### src/rtl/zed_io_pkg.sv
// Shared types and board defaults for the ZedBoard I/O blocks.
// Holds the per-button state encoding and a small constant helper.
package zed_io_pkg;

    typedef enum logic [1:0] {
        IDLE   = 2'd0,
        HELD   = 2'd1,
        REPEAT = 2'd2
    } btn_state_e;

    localparam int ZED_GCLK_HZ = 100_000_000;
    localparam int ZED_NUM_BTN = 5;

    function automatic int max_int(input int a, input int b);
        return (a > b) ? a : b;
    endfunction

endpackage

### src/rtl/zed_btn_debounce_ch.sv
// One button channel: 2-flop synchronizer, debounce counter, press/release FSM.
// Auto-repeat timing is built only when ZED_BTN_AUTOREPEAT_EN is defined.
module zed_btn_debounce_ch
    import zed_io_pkg::*;
#(
    parameter int DB_CYCLES         = 1_000_000,
    parameter int RPT_DELAY_CYCLES  = 50_000_000,
    parameter int RPT_PERIOD_CYCLES = 10_000_000
) (
    input  logic clk,
    input  logic rst_n,
    input  logic btn_raw,
    output logic btn_level,
    output logic btn_press,
    output logic btn_release,
    output logic btn_repeat
);

    localparam int               CNT_W    = $clog2(DB_CYCLES);
    localparam logic [CNT_W-1:0] CNT_LAST = CNT_W'(DB_CYCLES - 1);

    logic             sync1_reg;
    logic             s_reg;
    logic [CNT_W-1:0] cnt_reg;
    logic             level_reg;
    logic             press_reg;
    logic             release_reg;
    btn_state_e       state_reg;
    logic             accept;

    always_ff @(posedge clk or negedge rst_n) begin
        if (!rst_n) begin
            sync1_reg <= 1'b0;
            s_reg     <= 1'b0;
        end else begin
            sync1_reg <= btn_raw;
            s_reg     <= sync1_reg;
        end
    end

    // Any sample that agrees with the accepted level restarts the count.
    always_ff @(posedge clk or negedge rst_n) begin
        if (!rst_n) begin
            cnt_reg   <= '0;
            level_reg <= 1'b0;
        end else if (s_reg == level_reg) begin
            cnt_reg <= '0;
        end else if (cnt_reg == CNT_LAST) begin
            cnt_reg   <= '0;
            level_reg <= ~level_reg;
        end else begin
            cnt_reg <= cnt_reg + 1'b1;
        end
    end

    assign accept = (s_reg != level_reg) && (cnt_reg == CNT_LAST);

`ifdef ZED_BTN_AUTOREPEAT_EN
    localparam int RPT_W = $clog2(max_int(RPT_DELAY_CYCLES, RPT_PERIOD_CYCLES) + 1);
    localparam logic [RPT_W-1:0] DELAY_LAST  = RPT_W'(RPT_DELAY_CYCLES - 1);
    localparam logic [RPT_W-1:0] PERIOD_LAST = RPT_W'(RPT_PERIOD_CYCLES - 1);

    logic [RPT_W-1:0] rpt_cnt_reg;
    logic             repeat_reg;
    logic             rpt_due;

    assign rpt_due    = (rpt_cnt_reg == ((state_reg == REPEAT) ? PERIOD_LAST : DELAY_LAST));
    assign btn_repeat = repeat_reg;
`else
    assign btn_repeat = 1'b0;
`endif

    // Release is checked first so a repeat can never share the release cycle.
    always_ff @(posedge clk or negedge rst_n) begin
        if (!rst_n) begin
            state_reg   <= IDLE;
            press_reg   <= 1'b0;
            release_reg <= 1'b0;
`ifdef ZED_BTN_AUTOREPEAT_EN
            rpt_cnt_reg <= '0;
            repeat_reg  <= 1'b0;
`endif
        end else begin
            press_reg   <= 1'b0;
            release_reg <= 1'b0;
`ifdef ZED_BTN_AUTOREPEAT_EN
            repeat_reg  <= 1'b0;
`endif
            case (state_reg)
                IDLE: begin
                    if (accept) begin
                        press_reg <= 1'b1;
                        state_reg <= HELD;
`ifdef ZED_BTN_AUTOREPEAT_EN
                        rpt_cnt_reg <= '0;
`endif
                    end
                end
                HELD, REPEAT: begin
                    if (accept) begin
                        release_reg <= 1'b1;
                        state_reg   <= IDLE;
                    end
`ifdef ZED_BTN_AUTOREPEAT_EN
                    else if (rpt_due) begin
                        press_reg   <= 1'b1;
                        repeat_reg  <= 1'b1;
                        rpt_cnt_reg <= '0;
                        state_reg   <= REPEAT;
                    end else begin
                        rpt_cnt_reg <= rpt_cnt_reg + 1'b1;
                    end
`endif
                end
                default: state_reg <= IDLE;
            endcase
        end
    end

    assign btn_level   = level_reg;
    assign btn_press   = press_reg;
    assign btn_release = release_reg;

endmodule

### src/rtl/zed_btn_input.sv
// ZedBoard push-button conditioner: NUM_BTN independent debounced channels.
// Define ZED_BTN_AUTOREPEAT_EN to enable hold-to-repeat press pulses.
module zed_btn_input
    import zed_io_pkg::*;
#(
    parameter int NUM_BTN           = ZED_NUM_BTN,
    parameter int DB_CYCLES         = ZED_GCLK_HZ / 100,
    parameter int RPT_DELAY_CYCLES  = 50_000_000,
    parameter int RPT_PERIOD_CYCLES = 10_000_000
) (
    input  logic               GCLK,
    input  logic               RSTN,
    input  logic [NUM_BTN-1:0] BTN,
    output logic [NUM_BTN-1:0] btn_level,
    output logic [NUM_BTN-1:0] btn_press,
    output logic [NUM_BTN-1:0] btn_release,
    output logic [NUM_BTN-1:0] btn_repeat
);

    genvar gi;
    generate
        for (gi = 0; gi < NUM_BTN; gi++) begin : g_ch
            zed_btn_debounce_ch #(
                .DB_CYCLES         (DB_CYCLES),
                .RPT_DELAY_CYCLES  (RPT_DELAY_CYCLES),
                .RPT_PERIOD_CYCLES (RPT_PERIOD_CYCLES)
            ) u_ch (
                .clk         (GCLK),
                .rst_n       (RSTN),
                .btn_raw     (BTN[gi]),
                .btn_level   (btn_level[gi]),
                .btn_press   (btn_press[gi]),
                .btn_release (btn_release[gi]),
                .btn_repeat  (btn_repeat[gi])
            );
        end
    endgenerate

endmodule

### config.mk
export PLATFORM = sky130hd
export DESIGN_NAME = zed_btn_input
export DESIGN_NICKNAME = d
export VERILOG_FILES = /design/src/rtl/zed_io_pkg.sv /design/src/rtl/zed_btn_debounce_ch.sv /design/src/rtl/zed_btn_input.sv
export SDC_FILE = /design/constraint.sdc
export NUM_CORES = 1
export LEC_CHECK = 0
export CORE_MARGIN = 2
export CORE_UTILIZATION = 40
export CTS_CLUSTER_DIAMETER = 100
export DETAILED_ROUTE_END_ITERATION = 7
export GPL_TIMING_DRIVEN = 0
export HOLD_SLACK_MARGIN = 0.1
export PLACE_DENSITY_LB_ADDON = 0.2
export SLEW_MARGIN = 20
export SYNTH_ARGS = -nofsm -noshare
export SYNTH_HDL_FRONTEND = slang
export SYNTH_SLANG_ARGS = --single-unit
### constraint.sdc
create_clock -name GCLK -period 2.05 [get_ports GCLK]
set_input_delay 0.615 -clock GCLK [delete_from_list [all_inputs] [get_ports GCLK]]
set_output_delay 0.615 -clock GCLK [all_outputs]
set_load 0.005 [all_outputs]
# == Word level (Yosys, flattened, before mapping) ==
# Cells that the tools add are included.
# word_totals
regBits,135
in_bits,7
output_inout_bits,20
wordCells,150
# classes
addsub,5
eq_ne,35
mux,40
bitwise,10
n_reduce_logical,25
# op_table
operator,count
20-bit two-way mux,10
"20-bit by 1-bit adder with 20-bit output, second input constant",5
"20-bit == test, second input constant",5
2-bit two-way mux,10
"2-bit by 1-bit inequality test with 1-bit output, second input constant",10
2-bit one-hot mux with 2 select lines,5
2-bit AND reduction,10
1-bit two-way mux,15
"2-bit by 1-bit == test with 1-bit output, second input constant",5
"2-bit == test, second input constant",5
2-bit zero test,5
1-bit NOT,10
2-bit OR reduction,5
1-bit == test,5
1-bit logical AND,5
1-bit inequality test,5

# == Depth between registers and ports, before layout ==
# logic_depth
depth_word,4
ltp_mapped,7
mapped_depth_nobuf,5

# == Hierarchy ==
# Synthesis repeated with hierarchy kept, for this count alone.
# hier_totals
hier_cells,595
hier_area_um2,6193.4
# by_module_without_submodules
module,n_inst,cells_per_inst,area_per_inst_um2,seq_area_each_um2
zed_btn_debounce_ch,5,119,1238.7,650.6

# == Worst setup path before layout ==
# Ideal clock, no wire load.
# synth_path
path_type,register to register
startpoint,register g_ch[1].u_ch.cnt_reg[0]
endpoint,register g_ch[1].u_ch.level_reg
setup_ps,128
arrival_ps,1857
path_slack_ps,65
stages_incl_launch_ff,6
period_less_slack_ps,1985
path_cell_list,dfrtp_1 -> ha_1 -> nand4_1 -> or4_1 -> nor2_1 -> mux2_1
# synth_via
elab_chain_len,2
# synth_lines
item,line,text
start: declaration,zed_btn_debounce_ch.sv:24,logic [CNT_W-1:0] cnt_reg;
start signal: assignment,zed_btn_debounce_ch.sv:52,cnt_reg <= cnt_reg + 1'b1;
20-bit == test,zed_btn_debounce_ch.sv:48,end else if (cnt_reg == CNT_LAST) begin
2-bit AND reduction (no source line),-,
end signal: assignment,zed_btn_debounce_ch.sv:50,level_reg <= ~level_reg;
end: declaration,zed_btn_debounce_ch.sv:25,logic level_reg;
# Every way passes these cells.
# A chain may end at the register's enable or synchronous reset.

# == Worst setup path in the final report ==
# layout_path
startpoint,register g_ch[4].u_ch.cnt_reg[7]
endpoint,register g_ch[4].u_ch.level_reg
# layout_via
elab_chain_len,2
# layout_lines
item,line
start: declaration,zed_btn_debounce_ch.sv:24
start signal: assignment,zed_btn_debounce_ch.sv:52
20-bit == test,zed_btn_debounce_ch.sv:48
2-bit AND reduction (no source line),-
end signal: assignment,zed_btn_debounce_ch.sv:50
end: declaration,zed_btn_debounce_ch.sv:25
# Every way passes these cells.

==> metrics.yaml <==
status: "finished clean"
leakagePower_nw: 3.06
netlist_top_cells_area: "dfrtp_1, xnor2_1, nor2_1, xor2_1, nand3_1"
die-width_um: 128
power_density_nw_per_um2: 787
grt_overflow: 0
yosysTopAreaCell: "dfrtp_1"
met1_length_mm: 5.46
crit_fanout: 4
slew_violations: 0
clk_latency_ps: 410
cts_tree: "built"
seq_area_frac_synth_pct: 52.6
fin_crit_ps: 2010
postRouteAntennaNets: 0
cts_made_buffers: 17
rows: 45
max_freq_mhz: 498
utilization_pct: 49.3
path_class: "flop to flop"
crit_required_ps: 2340
async_flop_share_pct: 100
portBuffers: 21
highest_layer: "met4"
viasPerCell: 5.28
cap_violations: 0
drcViolationCount: 0
drtPass1Iterations: 5
first_global_vias: 4400
critPathBufInv: 1
path_delay_family: "simple AND/OR/NAND/NOR gates"
min_period_over_period_pct: 97.9
vias: 4572
holdBufCountCts: 0
clk_path_buf_depth: 2
antenna_found_initial: 0
die_h_um: 128
dpl.hpwl_mm: 7.74
grt_max_degree: 67
total_power_mw: 5.87
cts.sinks: 130
place_area_um2: 6680
hold_viol: 0
synth_cells: 612
fin_tns_setup_ps: 0
layout-drive-gt1-share_pct: 13.9
cp-end-kind: "flop"
wl_met2_mm: 5.80
ys.flop_type: "dfrtp_1"
cts-root-buf: "clkbuf_16"
grt_pass1_wl_mm: 20.2
worst_pin_slew_ps: 503
ir_worst_vdd_mv: 0.580
critPathMaxStageDelay_ps: 560
largest_reg_flops: 100
setup_viol: 0
htree_levels: 4
synth_edf_count: 0
grt_usage_pct: 15.4
synth_cell_types: 40
crit_slowest_cell: "or4_4"
rsz0062_at_grt: "yes"
drt_wl_total_mm: 11.8
synth_warnings: 0
synth_top_area_share_pct: 52.6
syn_area_per_cell_um2: 10.1
diodes: 0
critPathLaunchType: "flop"
crit_chain: "or4_4 > nor4b_4 > buf_4 > nand2_1 > mux2_4"
finalClockSkew_ps: 4.42
area_growth_pct: 20.6
num-nets-final: 679
ys_ff_latch: 130
coreArea_um2: 15100
post_drt_wl_per_cell_um: 13.6
synth_area_um2: 6180
wl_met3_um: 382
start_util_pct: 40.8
gp_congestion: 0.788
min_path_type: "input pin to asynchronous set/reset pin"
final_area_um2: 7460
worstPathArrival_ps: 2300
clkTransAtPathRegs_ps: 50
dieArea_um2: 16500
drt_iter0_markers: 296
ioPinCount: 27
relSlewSlack_pct: 66.5
## synth_stat cells, drive strengths merged (19+ instances only)
| library cell | number |
|---|---|
| dfrtp | 130 |
| or4 | 21 |
| inv | 19 |
| nor4 | 24 |
| xnor2 | 41 |
| nand3 | 40 |
| a21oi | 29 |
| nand2 | 31 |
| nor2 | 85 |
| xor2 | 30 |
| nand4 | 24 |
| buf | 29 |
## power breakdown
group / internal (mW) / leakage, nW / switching, mW
Sequential: 2.60 / 1.77 / 0.0344
Combinational: 0.0702 / 0.995 / 0.119
Clock: 2.02 / 0.293 / 1.02
Total: 4.70 / 3.06 / 1.17
## metrics by stage
step / setup slack, ps / std cells / hold slack (ps)
3_3_place_gp: -4770 / 825 / 334
5_1_grt: -48.1 / 866 / 162
4_1_cts: 2.88 / 858 / 150
6_report: 42.7 / 866 / 136
2_1_floorplan: 65.1 / 616 / 319
3_5_place_dp: -281 / 826 / 342
## worst paths after layout
path	startpoint	endpoint	slack, ps	cells past startpoint
setup / recovery	g_ch[4].u_ch.cnt_reg[7]$_DFF_PN0_	g_ch[4].u_ch.btn_level$_DFFE_PN0P_	40	5
hold / removal	RSTN	g_ch[2].u_ch.cnt_reg[16]$_DFF_PN0_	140	1
setup reg to reg	g_ch[4].u_ch.cnt_reg[7]$_DFF_PN0_	g_ch[4].u_ch.btn_level$_DFFE_PN0P_	40	5
hold reg to reg	g_ch[3].u_ch.sync1_reg$_DFF_PN0_	g_ch[3].u_ch.s_reg$_DFF_PN0_	350	0
max in group asynchronous	RSTN	g_ch[4].u_ch.cnt_reg[7]$_DFF_PN0_	1220	2
min in group GCLK	g_ch[3].u_ch.sync1_reg$_DFF_PN0_	g_ch[3].u_ch.s_reg$_DFF_PN0_	350	0
## final cells by class
type                    count  area [µm²]
inverters                  19        71.3
plain buffers              35         251
clock buffers              25         495
flip-flops and latches    130        3260
multi-input cells         430        2710
repair buffers             34         335
fillers                  1385        7680
well taps                 188         235
clock inverters             5         100
## cells in the final DEF (no fill, tap or decap), types with 8 or more instances in the layout
cell             instances
clkbuf_16               17
nand3_1                 39
nor4_1                  23
nand2_1                 31
nor2_1                  85
clkdlybuf4s50_1         19
inv_1                   19
o21ai_0                 13
or4_1                   17
nor3_1                  10
nand4_1                 23
buf_4                   37
o31ai_1                 13
xor2_1                  30
clkbuf_1                 8
a21oi_1                 28
xnor2_1                 41
dfrtp_1                123
or3_1                   12
## layer usage
metal	vias up	GRT usage, %
met3	13	4.66
met1	2241	19.4
met5	-	0
met2	66	24.9
li1	2252	-
met4	0	6.14
## kinds of logic after synthesis
group / count (synthesis) / share of synthesized area (%)
buf+inv: 56 / 4.79
fa+ha+maj: 5 / 1.01
compound gates: 63 / 6.11
xor+xnor: 71 / 10.1
mux: 5 / 0.910
other cells: 1 / 0.0606
flops: 130 / 52.6
simple gates: 281 / 24.5
## what timing repair did
item,CTS,global route
gates resized for setup,9,29
buffers inserted,3,9
setup endpoints to repair,101,99
pin swaps,1,4
(Power assumes the default switching activity.)
